<file path="config.mk">
export PLATFORM = sky130hd
export DESIGN_NAME = char_motion_ctrl
export DESIGN_NICKNAME = d
export VERILOG_FILES = /design/src/rtl/game_pkg.sv /design/src/rtl/pos_clamp.sv /design/src/rtl/char_motion_ctrl.sv
export SDC_FILE = /design/constraint.sdc
export NUM_CORES = 1
export LEC_CHECK = 0
export CAP_MARGIN = 20
export CORE_MARGIN = 1.5
export CORE_UTILIZATION = 30
export CTS_BUF_LIST = sky130_fd_sc_hd__clkbuf_16
export CTS_CLUSTER_DIAMETER = 80
export DETAILED_ROUTE_END_ITERATION = 7
export GPL_TIMING_DRIVEN = 0
export PLACE_DENSITY = 0.56
export SETUP_SLACK_MARGIN = 0.2
export SLEW_MARGIN = 20
export SYNTH_ARGS = -nofsm -noshare
export SYNTH_HDL_FRONTEND = slang
export SYNTH_SLANG_ARGS = --single-unit
</file>
<file path="constraint.sdc">
create_clock -name clk -period 4.19 [get_ports clk]
set_input_delay 0.838 -clock clk [delete_from_list [all_inputs] [get_ports clk]]
set_output_delay 0.838 -clock clk [all_outputs]
set_load 0.02 [all_outputs]
</file>
<file path="src/rtl/game_pkg.sv">
// Shared character state codes and the motion FSM encoding used by the
// character controllers.
package game_pkg;

  typedef enum logic [3:0] {
    S_IDLE                = 4'd0,
    S_LEFT                = 4'd1,
    S_RIGHT               = 4'd2,
    S_ATTACK_START        = 4'd3,
    S_ATTACK_ACTIVE       = 4'd4,
    S_ATTACK_RECOVERY     = 4'd5,
    S_ATTACK_DIR_START    = 4'd6,
    S_ATTACK_DIR_ACTIVE   = 4'd7,
    S_ATTACK_DIR_RECOVERY = 4'd8
  } char_state_t;

  typedef enum logic {
    MOT_WALK  = 1'b0,
    MOT_KNOCK = 1'b1
  } motion_state_t;

endpackage

</file>
<file path="src/rtl/pos_clamp.sv">
// Saturates a signed candidate position into the unsigned window [MIN, MAX].
module pos_clamp #(
  parameter int COORD_W = 10,
  parameter int MIN     = 40,
  parameter int MAX     = 472
) (
  input  logic signed [COORD_W:0]   pos_in,
  output logic        [COORD_W-1:0] pos_out
);

  localparam logic signed [COORD_W:0] MIN_S = (COORD_W+1)'(MIN);
  localparam logic signed [COORD_W:0] MAX_S = (COORD_W+1)'(MAX);

  // Saturate against both bounds; negative candidates land on MIN.
  always_comb begin
    pos_out = MIN_S[COORD_W-1:0];
    if (pos_in < MIN_S) begin
      pos_out = MIN_S[COORD_W-1:0];
    end else if (pos_in > MAX_S) begin
      pos_out = MAX_S[COORD_W-1:0];
    end else begin
      pos_out = pos_in[COORD_W-1:0];
    end
  end

endmodule

</file>
<file path="src/rtl/char_motion_ctrl.sv">
// Horizontal motion of one fighter: walking on frame ticks, collision
// blocking, and timed knockback after a hit. All outputs are registered.
module char_motion_ctrl
  import game_pkg::*;
#(
  parameter int COORD_W    = 10,
  parameter int INIT_X     = 80,
  parameter int INIT_Y     = 340,
  parameter int MIN_X      = 40,
  parameter int MAX_X      = 600,
  parameter int CHAR_WIDTH = 128,
  parameter int STEP_L     = 2,
  parameter int STEP_R     = 3,
  parameter int KB_STEP    = 4,
  parameter int KB_FRAMES  = 8
) (
  input  logic               clk,
  input  logic               rst_n,
  input  logic [3:0]         state,
  input  logic               frame_tick,
  input  logic               collision_flag,
  input  logic               char_no,
  input  logic               hit_flag,
  output logic [COORD_W-1:0] char_x,
  output logic [COORD_W-1:0] char_y,
  output logic               kb_active,
  output logic               moving
);

  localparam int CNT_W = $clog2(KB_FRAMES + 1);
  localparam logic [CNT_W-1:0] KB_LOAD = CNT_W'(KB_FRAMES);
  localparam logic [CNT_W-1:0] CNT_ONE = CNT_W'(1);
  localparam logic signed [COORD_W:0] D_LEFT  = (COORD_W+1)'(-STEP_L);
  localparam logic signed [COORD_W:0] D_RIGHT = (COORD_W+1)'(STEP_R);
  localparam logic signed [COORD_W:0] D_KB_L  = (COORD_W+1)'(-KB_STEP);
  localparam logic signed [COORD_W:0] D_KB_R  = (COORD_W+1)'(KB_STEP);
  localparam logic signed [COORD_W:0] D_ZERO  = (COORD_W+1)'(0);

  motion_state_t             fsm_r, fsm_nxt_s;
  logic [CNT_W-1:0]          cnt_r, cnt_nxt_s;
  logic [COORD_W-1:0]        char_x_r, char_y_r, x_nxt_s, clamped_s;
  logic                      kb_active_r, moving_r, kb_nxt_s, moving_nxt_s;
  logic signed [COORD_W:0]   delta_s, sum_s;

  // Motion FSM state and knockback tick counter.
  always_ff @(posedge clk or negedge rst_n) begin
    if (!rst_n) begin
      fsm_r <= MOT_WALK;
      cnt_r <= '0;
    end else begin
      fsm_r <= fsm_nxt_s;
      cnt_r <= cnt_nxt_s;
    end
  end

  // A hit always (re)loads the counter; otherwise knockback ticks count down.
  always_comb begin
    fsm_nxt_s = fsm_r;
    cnt_nxt_s = cnt_r;
    if (hit_flag) begin
      fsm_nxt_s = MOT_KNOCK;
      cnt_nxt_s = KB_LOAD;
    end else if ((fsm_r == MOT_KNOCK) && frame_tick) begin
      cnt_nxt_s = cnt_r - CNT_ONE;
      if (cnt_r <= CNT_ONE) begin
        fsm_nxt_s = MOT_WALK;
      end else begin
        fsm_nxt_s = MOT_KNOCK;
      end
    end else begin
      fsm_nxt_s = fsm_r;
      cnt_nxt_s = cnt_r;
    end
  end

  // Per-tick displacement; a coincident hit already moves by knockback rules.
  always_comb begin
    delta_s = D_ZERO;
    if (hit_flag || (fsm_r == MOT_KNOCK)) begin
      delta_s = char_no ? D_KB_R : D_KB_L;
    end else begin
      case (state)
        S_LEFT:  delta_s = (char_no && collision_flag) ? D_ZERO : D_LEFT;
        S_RIGHT: delta_s = (!char_no && collision_flag) ? D_ZERO : D_RIGHT;
        default: delta_s = D_ZERO;
      endcase
    end
  end

  assign sum_s = $signed({1'b0, char_x_r}) + delta_s;

  pos_clamp #(
    .COORD_W (COORD_W),
    .MIN     (MIN_X),
    .MAX     (MAX_X - CHAR_WIDTH)
  ) u_clamp (
    .pos_in  (sum_s),
    .pos_out (clamped_s)
  );

  // Next output values; position and moving only change on a tick.
  always_comb begin
    kb_nxt_s     = (fsm_nxt_s == MOT_KNOCK);
    x_nxt_s      = char_x_r;
    moving_nxt_s = moving_r;
    if (frame_tick) begin
      x_nxt_s      = clamped_s;
      moving_nxt_s = (clamped_s != char_x_r);
    end else begin
      x_nxt_s      = char_x_r;
      moving_nxt_s = moving_r;
    end
  end

  // Output registers.
  always_ff @(posedge clk or negedge rst_n) begin
    if (!rst_n) begin
      char_x_r    <= COORD_W'(INIT_X);
      char_y_r    <= COORD_W'(INIT_Y);
      kb_active_r <= 1'b0;
      moving_r    <= 1'b0;
    end else begin
      char_x_r    <= x_nxt_s;
      char_y_r    <= COORD_W'(INIT_Y);
      kb_active_r <= kb_nxt_s;
      moving_r    <= moving_nxt_s;
    end
  end

  assign char_x    = char_x_r;
  assign char_y    = char_y_r;
  assign kb_active = kb_active_r;
  assign moving    = moving_r;

endmodule
</file>
==> flow_summary.ini <==
[run_status]
status = finished, final reports clean

[die]
die_area_mm2 = 0.006337
start_util = 0.3158
core-area_mm2 = 0.005574
ios = 32
core.rowCount = 27
die_w_um = 79.61
die_y_um = 79.61

[synthesis]
synthArstFlopShare = 1.000
synth_fa_ha_area_frac = 0.09666
yosysTopAreaCell = dfrtp_1
synth-compound-area-share = 0.2807
yosys_warnings = 0
syn_area_per_cell_um2 = 8.265
synthXorXnorAreaFrac = 0.07818
syn_inst = 213
synth_edf_count = 0
synth_area_mm2 = 0.001760
ys.flop_type = dfrtp_1
synth_cell_types = 60
yosysTopAreaCellShare = 0.1990
synth-simple-area-share = 0.2118
yosys-top-cells-area = dfrtp_1 20%, ha_1 8.5%, xnor2_1 4.5%
ys_seq_area_frac = 0.2289
muxShareOfSynthArea = 0.005686
synth-seq-cells = 16
synth_top_family_by_area = compound AO/OA/AOI/OAI gates

[power]
power.internal_mw = 1.007
powerDensity_mw_per_mm2 = 694.8
p_switching_mw = 0.8622
swShare = 0.4613
peakVddDrop_uv = 269.8
p_leak_nw = 1.125
pwr-share-comb = 0.748
pwr-share-clk = 0.101
power_frac_seq = 0.151

[layout]
drive_above_1_share = 0.3630
area_growth_syn_to_layout_pct = 52.81
final_cell_mix = 29 x buf_4, 15 x nand2_1, 14 x dfrtp_1, 14 x clkdlybuf4s50_1, 13 x inv_1
layout.cells.most_common = buf_4
fillerInstances = 567
diodes = 0
nNetsFinal = 294
design_area_mm2 = 0.002690

[sta]
setup_ws_ps = 277.5
final_hold_viol_count = 0
finalSetupViolations = 0
fin_crit_ps = 3912
min_period_over_period = 0.9338
tightest_slew_ps = 720.0
slew_headroom = 0.5185
fmax_mhz = 255.6
rsz0062_at_grt = false
slew_viol_final = 0
finalClockSkew_ps = 4.180

[setup_path]
rrSetupSlack_ps = 550
end_kind = flip-flop
cp_data_arrival_time_ps = 4050
cp_data_required_time_ps = 4320
worst_setup_path_start_kind = input port
path_class = in -> reg
cp_max_fo = 6

[global_route]
grt_pass1_vias = 1609
grt_pass1_wl_mm = 7.465
grt_max_degree = 17
grt_antenna_before_repair = 0
grt.total_usage = 0.1491
overflow = 0

[clocking]
clock_latency_ps = 250
cts-root-buf = clkbuf_16
clock_path_buffers = 2
clock-sinks = 16
cts.htree.levels = 1
cts_tree = done
clkTransAtPathRegs_ps = 50
cts_made_buffers = 3

[place]
place_congestion = 0.8003
pre_cts_ws_ps = -894.1
detailedPlacementHpwl_mm = 3.321
place_area_mm2 = 0.002110
io_buffers = 21

[routing]
via_per_inst = 5.018
drc = 0
first_iter_violations = 71
num_vias = 1716
postRouteAntennaNets = 0
firstDrtPassIters = 4
wl_per_cell_um = 13.77
wl_mm = 4.710

[job]
cap_viol_max_count = 0

[worst_hold_path]
min_path_type = reg -> reg
[cell type report]
class,instances,area (um2),area share
clock inverters,1,3.754,0.001395
inverters,14,52.55,0.01953
flip-flops and latches,16,402.9,0.1498
repair buffers,45,389.1,0.1447
plain buffers,17,122.6,0.04558
well taps,72,90.09,0.03349
clock buffers,3,75.07,0.02791
multi-input cells,174,1554,0.5777
[repair_timing]
| action | CTS | global route |
|---|---|---|
| resized for setup | 49 | 38 |
| buffers inserted | 13 | 11 |
| pin swaps | 20 | 29 |
| setup endpoints to repair | 10 | 1 |
| hold buffers | 0 | 0 |
[cells in the mapped netlist, types with 3 or more instances]
master and n:
o211ai_1 5, nor2_1 14, nand3_1 5, dfrtp_1 14, a21o_1 4, nor3_1 5
buf_2 3, nor2b_1 5, buf_4 10, xnor2_1 9, o21ai_0 9, xor2_1 3
o21a_1 4, inv_1 14, ha_1 12, a21oi_1 12, a211oi_1 4, nand4_1 4
nand2_1 17, clkbuf_1 3, o22ai_1 5, nand2b_1 3
[per-layer routing]
layer	global-route usage	routed length [um]
met1	0.1951	2272
met2	0.2576	2298
met3	0.03086	139
met4	0.01930	0
met5	0	0
[worst max-delay path, stage by stage]
cell and delay (ps):
buf_2 110, nor2_4 110, buf_4 110, buf_4 100
nand4_1 170, o21ai_4 210, buf_6 160, ha_4 200
o211a_1 250, o31a_4 140, nor2_8 170, xnor2_4 90
or4_1 500, a211o_1 320, o311ai_2 90, nand4_1 170
o32a_1 300
[power by group through the flow]
stage	clock, mW	sequential, mW	combinational [mW]
4_1_cts	0.193	0.278	1.16
3_5_place_dp	0	0.272	1.01
3_3_place_gp	0	0.272	1.01
6_report	0.188	0.283	1.40
5_1_grt	0.203	0.293	1.52
2_1_floorplan	0	0.291	0.742
[worst paths after layout]
check,start,endpoint,cells after the start
min reg2reg,moving,moving,1
max,state[2],moving,17
max in group asynchronous,rst_n,char_x[8],1
min in group asynchronous,rst_n,char_x[2],1
min,moving,moving,1
max reg2reg,kb_active,moving,15
[logic make-up after synthesis]
| group | count (synthesis) |
|---|---|
| AO/OA/AOI/OAI | 68 |
| AND/OR/NAND/NOR | 68 |
| buffers and inverters | 31 |
| flip-flops | 16 |
| XOR/XNOR | 14 |
| adder cells (fa/ha/maj) | 13 |
| other | 2 |
| multiplexers | 1 |
[flip-flops by register name, summed over array words and instances (netlist names)]
register   cells
char_x        10
cnt_r          4
kb_active      1
moving         1
[metrics by stage]
step           TNS, ps  instances  power [mW]    util  hold WS [ps]
2_1_floorplan        0        221       1.032       -         492.8
3_3_place_gp     -3794        314       1.278  0.3785         511.4
3_5_place_dp     -3866        314       1.282  0.3785         515.6
4_1_cts              0        331       1.627  0.4366         536.0
5_1_grt              0        342       2.017  0.4826         575.3
6_report             0        342       1.869  0.4826         525.2
(Power assumes the default switching activity.)
